[src/rtl/int_pkg.sv]
// ============================================================================
// int_pkg : register offsets, CTRL bit positions and FSM encoding for int_controller
// Revision: 1.0
// ============================================================================
`default_nettype none

package int_pkg;

    localparam int c_off_pending  = 0;
    localparam int c_off_mask     = 1;
    localparam int c_off_ctrl     = 2;
    localparam int c_off_vec_base = 3;
    localparam int c_off_retaddr  = 4;
    localparam int c_n_regs       = 5;

    localparam int c_ctrl_en_bit   = 0;
    localparam int c_ctrl_mode_lsb = 1;

    typedef enum logic [1:0] {
        ST_IDLE    = 2'd0,
        ST_REQ     = 2'd1,
        ST_SERVICE = 2'd2
    } state_e;

    // A single source still needs a 1-bit id.
    function automatic int id_width(input int n);
        return (n > 1) ? $clog2(n) : 1;
    endfunction

endpackage

`default_nettype wire

[src/rtl/prio_enc.sv]
// ============================================================================
// prio_enc : fixed-priority encoder, lowest set index wins
// Revision: 1.0
// ============================================================================
`default_nettype none

module prio_enc
    import int_pkg::*;
#(
    parameter int N_SRC = 4,
    parameter int ID_W  = id_width(N_SRC)
) (
    input  logic [N_SRC-1:0] req_i,
    output logic [ID_W-1:0]  id_o,
    output logic             valid_o
);

    always_comb begin
        id_o = '0;
        for (int i = N_SRC - 1; i >= 0; i--) begin
            if (req_i[i]) begin
                id_o = ID_W'(i);
            end
        end
    end

    assign valid_o = |req_i;

endmodule

`default_nettype wire

[src/rtl/int_controller.sv]
// ============================================================================
// int_controller : memory-mapped interrupt controller with edge/level sources
// Revision: 1.0
// ============================================================================
`default_nettype none

module int_controller
    import int_pkg::*;
#(
    parameter int          N_SRC      = 4,
    parameter int          ADDR_W     = 16,
    parameter int          DATA_W     = 16,
    parameter int unsigned BASE_ADDR  = 32'hFF10,
    parameter int          VEC_STRIDE = 4
) (
    input  logic              clk,
    input  logic              rst_n,
    input  logic [N_SRC-1:0]  irq_src,
    input  logic              read,
    input  logic              write,
    input  logic [ADDR_W-1:0] d_addr,
    input  logic [DATA_W-1:0] wdata,
    output logic [DATA_W-1:0] rdata,
    output logic              int_req,
    input  logic              int_ack,
    output logic [ADDR_W-1:0] int_vector,
    input  logic [ADDR_W-1:0] retaddr_in,
    input  logic              int_done
);

    localparam int ID_W = id_width(N_SRC);

    state_e            state_q;
    logic [N_SRC-1:0]  pending_q, pending_d;
    logic [N_SRC-1:0]  mask_q;
    logic [N_SRC:0]    ctrl_q;
    logic [DATA_W-1:0] vec_base_q;
    logic [DATA_W-1:0] retaddr_q, retaddr_d;
    logic [N_SRC-1:0]  prev_q;
    logic [ID_W-1:0]   id_q;
    logic              int_req_q;
    logic [ADDR_W-1:0] int_vector_q;
    logic [DATA_W-1:0] rdata_q;

    logic [ADDR_W-1:0] w_off;
    logic              w_hit;
    logic [2:0]        w_sel;
    logic              w_wr_pending, w_wr_mask, w_wr_ctrl, w_wr_vec, w_wr_ret;
    logic              w_en;
    logic [N_SRC-1:0]  w_mode, w_rise, w_clr, w_masked;
    logic              w_ack_take, w_win_live;
    logic [ID_W-1:0]   w_enc_id;
    logic              w_enc_valid;
    logic [ADDR_W-1:0] w_vec;
    logic [DATA_W-1:0] w_rdata;

    // Addresses below the base wrap to large offsets and fall outside the window.
    assign w_off = d_addr - ADDR_W'(BASE_ADDR);
    assign w_hit = (w_off < ADDR_W'(c_n_regs));
    assign w_sel = w_off[2:0];

    assign w_wr_pending = write & w_hit & (w_sel == 3'(c_off_pending));
    assign w_wr_mask    = write & w_hit & (w_sel == 3'(c_off_mask));
    assign w_wr_ctrl    = write & w_hit & (w_sel == 3'(c_off_ctrl));
    assign w_wr_vec     = write & w_hit & (w_sel == 3'(c_off_vec_base));
    assign w_wr_ret     = write & w_hit & (w_sel == 3'(c_off_retaddr));

    assign w_en       = ctrl_q[c_ctrl_en_bit];
    assign w_mode     = ctrl_q[N_SRC:c_ctrl_mode_lsb];
    assign w_rise     = irq_src & ~prev_q;
    assign w_masked   = pending_q & mask_q;
    assign w_ack_take = (state_q == ST_REQ) & int_ack;
    assign w_win_live = w_en & w_masked[id_q];

    prio_enc #(
        .N_SRC (N_SRC),
        .ID_W  (ID_W)
    ) u_prio_enc (
        .req_i   (w_masked),
        .id_o    (w_enc_id),
        .valid_o (w_enc_valid)
    );

    assign w_vec = ADDR_W'(vec_base_q) + ADDR_W'(w_enc_id) * ADDR_W'(VEC_STRIDE);

    // Edge bits: set beats clear. Level bits simply track the source.
    always_comb begin
        w_clr = w_wr_pending ? wdata[N_SRC-1:0] : '0;
        if (w_ack_take) begin
            w_clr = w_clr | (N_SRC'(1) << id_q);
        end
        pending_d = (w_mode & ((pending_q & ~w_clr) | w_rise)) | (~w_mode & irq_src);
    end

    always_comb begin
        retaddr_d = retaddr_q;
        if (w_ack_take) begin
            retaddr_d = DATA_W'(retaddr_in);
        end else if (w_wr_ret) begin
            retaddr_d = wdata;
        end
    end

    always_comb begin
        w_rdata = '0;
        if (w_hit) begin
            case (w_sel)
                3'(c_off_pending):  w_rdata = DATA_W'(pending_q);
                3'(c_off_mask):     w_rdata = DATA_W'(mask_q);
                3'(c_off_ctrl):     w_rdata = DATA_W'(ctrl_q);
                3'(c_off_vec_base): w_rdata = vec_base_q;
                3'(c_off_retaddr):  w_rdata = retaddr_q;
                default:            w_rdata = '0;
            endcase
        end
    end

    always_ff @(posedge clk) begin
        if (!rst_n) begin
            pending_q  <= '0;
            mask_q     <= '0;
            ctrl_q     <= '0;
            vec_base_q <= '0;
            retaddr_q  <= '0;
            prev_q     <= '0;
            rdata_q    <= '0;
        end else begin
            pending_q <= pending_d;
            prev_q    <= irq_src;
            retaddr_q <= retaddr_d;
            if (w_wr_mask) mask_q     <= wdata[N_SRC-1:0];
            if (w_wr_ctrl) ctrl_q     <= wdata[N_SRC:0];
            if (w_wr_vec)  vec_base_q <= wdata;
            if (read)      rdata_q    <= w_rdata;
        end
    end

    always_ff @(posedge clk) begin
        if (!rst_n) begin
            state_q      <= ST_IDLE;
            id_q         <= '0;
            int_req_q    <= 1'b0;
            int_vector_q <= '0;
        end else begin
            case (state_q)
                ST_IDLE: begin
                    if (w_en && w_enc_valid) begin
                        state_q      <= ST_REQ;
                        id_q         <= w_enc_id;
                        int_req_q    <= 1'b1;
                        int_vector_q <= w_vec;
                    end
                end
                ST_REQ: begin
                    if (int_ack) begin
                        state_q   <= ST_SERVICE;
                        int_req_q <= 1'b0;
                    end else if (!w_win_live) begin
                        state_q   <= ST_IDLE;
                        int_req_q <= 1'b0;
                    end
                end
                ST_SERVICE: begin
                    if (int_done) begin
                        state_q <= ST_IDLE;
                    end
                end
                default: begin
                    state_q   <= ST_IDLE;
                    int_req_q <= 1'b0;
                end
            endcase
        end
    end

    assign rdata      = rdata_q;
    assign int_req    = int_req_q;
    assign int_vector = int_vector_q;

endmodule

`default_nettype wire

[config.mk]
export PLATFORM = sky130hd
export DESIGN_NAME = int_controller
export DESIGN_NICKNAME = d
export VERILOG_FILES = /design/src/rtl/int_pkg.sv /design/src/rtl/prio_enc.sv /design/src/rtl/int_controller.sv
export SDC_FILE = /design/constraint.sdc
export NUM_CORES = 1
export LEC_CHECK = 0
export CORE_MARGIN = 1.5
export CORE_UTILIZATION = 45
export CTS_BUF_LIST = sky130_fd_sc_hd__clkbuf_2
export DETAILED_ROUTE_END_ITERATION = 6
export DONT_BUFFER_PORTS = 1
export PLACE_DENSITY_LB_ADDON = 0.08
export SYNTH_ARGS = -nofsm -noshare
export SYNTH_HDL_FRONTEND = slang
export SYNTH_SLANG_ARGS = --single-unit
[constraint.sdc]
create_clock -name clk -period 4.3 [get_ports clk]
set_input_delay 1.075 -clock clk [delete_from_list [all_inputs] [get_ports clk]]
set_output_delay 1.075 -clock clk [all_outputs]
set_load 0.05 [all_outputs]
==> flow_metrics.env <==
export IMPL_min_path_type="reg2reg"
export IMPL_synth_cell_types=50
export IMPL_avgSynthCellArea_um2=9.13
export IMPL_fin_cells=531
export IMPL_maxCapViolCount=0
export IMPL_die_area_um2=9270
export IMPL_setup_viol=0
export IMPL_skew_ps=33.9
export IMPL_critPathCaptureType="flop"
export IMPL_seq_area_frac_synth=0.439
export IMPL_fin_area_um2=4120
export IMPL_path_class="in2reg"
export IMPL_yosys_most_used_dff="dfxtp_1"
export IMPL_first_pass_iters=4
export IMPL_antenna_left=0
export IMPL_synth_async_sr_flop_share=0
export IMPL_postCtsHoldBufs=0
export IMPL_clock_fmax_mhz=391
export IMPL_p_per_area_nw_per_um2=312
export IMPL_final_cell_mix="86 x dfxtp_1, 54 x mux2i_1, 50 x nor2_1"
export IMPL_clk_latency_ps=550
export IMPL_grt_remaining_overflow=0
export IMPL_wl_per_cell_um=18.4
export IMPL_synth_edf_count=0
export IMPL_status="complete, no violations"
export IMPL_busiest_layer="met2"
export IMPL_clk_pin_slew_ps=230
export IMPL_antenna_found_initial=0
export IMPL_num_nets_final=482
export IMPL_hold_viol_final=0
export IMPL_die_y_um=96.3
export IMPL_clock_sinks=86
export IMPL_hold_ws_ps=515
export IMPL_num_antenna_cells=0
export IMPL_tightestPinTransition_ps=988
export IMPL_clockRootBuffer="clkbuf_2"
export IMPL_coreArea_um2=8340
export IMPL_slew_headroom=0.339
export IMPL_p_total_w=0.00129
export IMPL_grt_pass1_vias=2859
export IMPL_grt_max_degree=40
export IMPL_dpl_cell_count=515
export IMPL_rows=33
export IMPL_cts_buffers=9
export IMPL_cts_repair_resized=0
export IMPL_placed_area_um2=4000
export IMPL_crit_arrival_ps=3010
export IMPL_tns_ps=0
export IMPL_leakage_nw=1.31
export IMPL_synth_cells=429
export IMPL_place_gp_congestion=0.799
export IMPL_dpl_hpwl_mm=6.97
export IMPL_synth_net_count=490
export IMPL_layout_commonest_cell="dfxtp_1"
export IMPL_grt_usage=0.223
export IMPL_period_minus_slack_ps=2560
export IMPL_areaGrowthSynthToFinish_pct=5.17
export IMPL_portBuffers=0
export IMPL_clk_path_buf_depth=2
export IMPL_h_tree_depth=3
export IMPL_required_ps=4750
export IMPL_crit_path_start_kind="primary input"
export IMPL_io_pins=91
export IMPL_grt_pass1_wl_mm=15.3
export IMPL_drt_iter0_drc=142
export IMPL_syn_area_um2=3920
export IMPL_gr_usage_met3=0.0742
export IMPL_fp_dieW_um=96.3
export IMPL_drcViolationCount=0
export IMPL_cts_tree="done"
export IMPL_vias_per_cell=5.69
export IMPL_routed_wl_mm=9.79
export IMPL_rsz0062_at_grt="no"
export IMPL_synth_seq_cells=86
export IMPL_layout_drive_gt1_share=0.0728
export IMPL_worstPathMaxFanout=5
export IMPL_num_vias=3020
export IMPL_finalCritPeriodShare=0.595
export IMPL_slew_viol_final=0
export IMPL_synth_warnings=0
export IMPL_initial_core_util=0.470
export IMPL_use_met1=0.317
export IMPL_postCtsSetupBuffers=0
export IMPL_ir_drop_uv=145
export IMPL_grt_use_met2=0.323
==> cell families (layout without fill, tap and decap cells) <==
logic type | Yosys count | count (layout) | share of synthesized area
AO/OA/AOI/OAI | 109 | 109 | 0.177
XOR/XNOR | 12 | 12 | 0.0268
adder cells (fa/ha/maj) | 3 | 3 | 0.0115
buffers and inverters | 30 | 27 | 0.0335
flip-flops | 86 | 86 | 0.439
multiplexers | 56 | 56 | 0.149
AND/OR/NAND/NOR | 133 | 133 | 0.162
==> layout make-up <==
cell class              instances  area [um^2]
fillers                       839         4220
clock inverters                 7         80.1
well taps                     105          131
inverters                       6         22.5
multi-input cells             313         2080
repair buffers                  5         37.5
flip-flops and latches         86         1720
clock buffers                   9         45.0
==> flip-flops by register name, summed over array words and instances, names as in the netlist <==
register / cells
retaddr_q: 16
mask_q: 4
ctrl_q: 5
pending_q: 4
vec_base_q: 16
int_vector: 16
id_q: 2
prev_q: 4
int_req: 1
state_q: 2
rdata: 16
==> power by group <==
group	internal [W]	total, W	switching [W]
registers	0.000804	0.000806	0.00000250
logic	0.0000145	0.0000371	0.0000226
clock network	0.000144	0.000443	0.000299
==> cells in the mapped netlist (7+ instances only) <==
library cell | number | area (um^2)
a21oi_1 | 26 | 130
a22oi_1 | 11 | 82.6
nor2_1 | 50 | 188
clkbuf_1 | 21 | 78.8
nand4_1 | 7 | 43.8
dfxtp_1 | 86 | 1720
nand3_1 | 11 | 55.1
mux2i_1 | 54 | 541
o21ai_0 | 48 | 240
nand2_1 | 34 | 128
==> path summary, 6_finish.rpt <==
check,from,to,slack (ps),cells after the start
setup / recovery,d_addr[11],ctrl_q[2],1740,5
hold / removal,prev_q[0],pending_q[0],520,2
setup reg to reg,pending_q[0],int_vector[10],1880,9
hold reg to reg,prev_q[0],pending_q[0],520,2
==> worst max-delay path, cell delays in order <==
cell and delay, ps:
or4_1 520, o22a_2 290, a2111oi_2 810, mux2i_1 270
nor2_1 50
==> stage by stage <==
step / worst slack, ps / util
floorplan: 1230 / -
global placement: 1200 / 0.479
detailed placement: 1160 / 0.479
CTS: 1770 / 0.494
global route: 1690 / 0.494
finish: 1740 / 0.494
==> layer usage <==
metal | wire, um | vias to the layer above
met5 | 0 | -
met4 | 47 | 0
met3 | 671 | 4
met2 | 4160 | 79
met1 | 4910 | 1409
li1 | - | 1528
(Power assumes the default switching activity.)
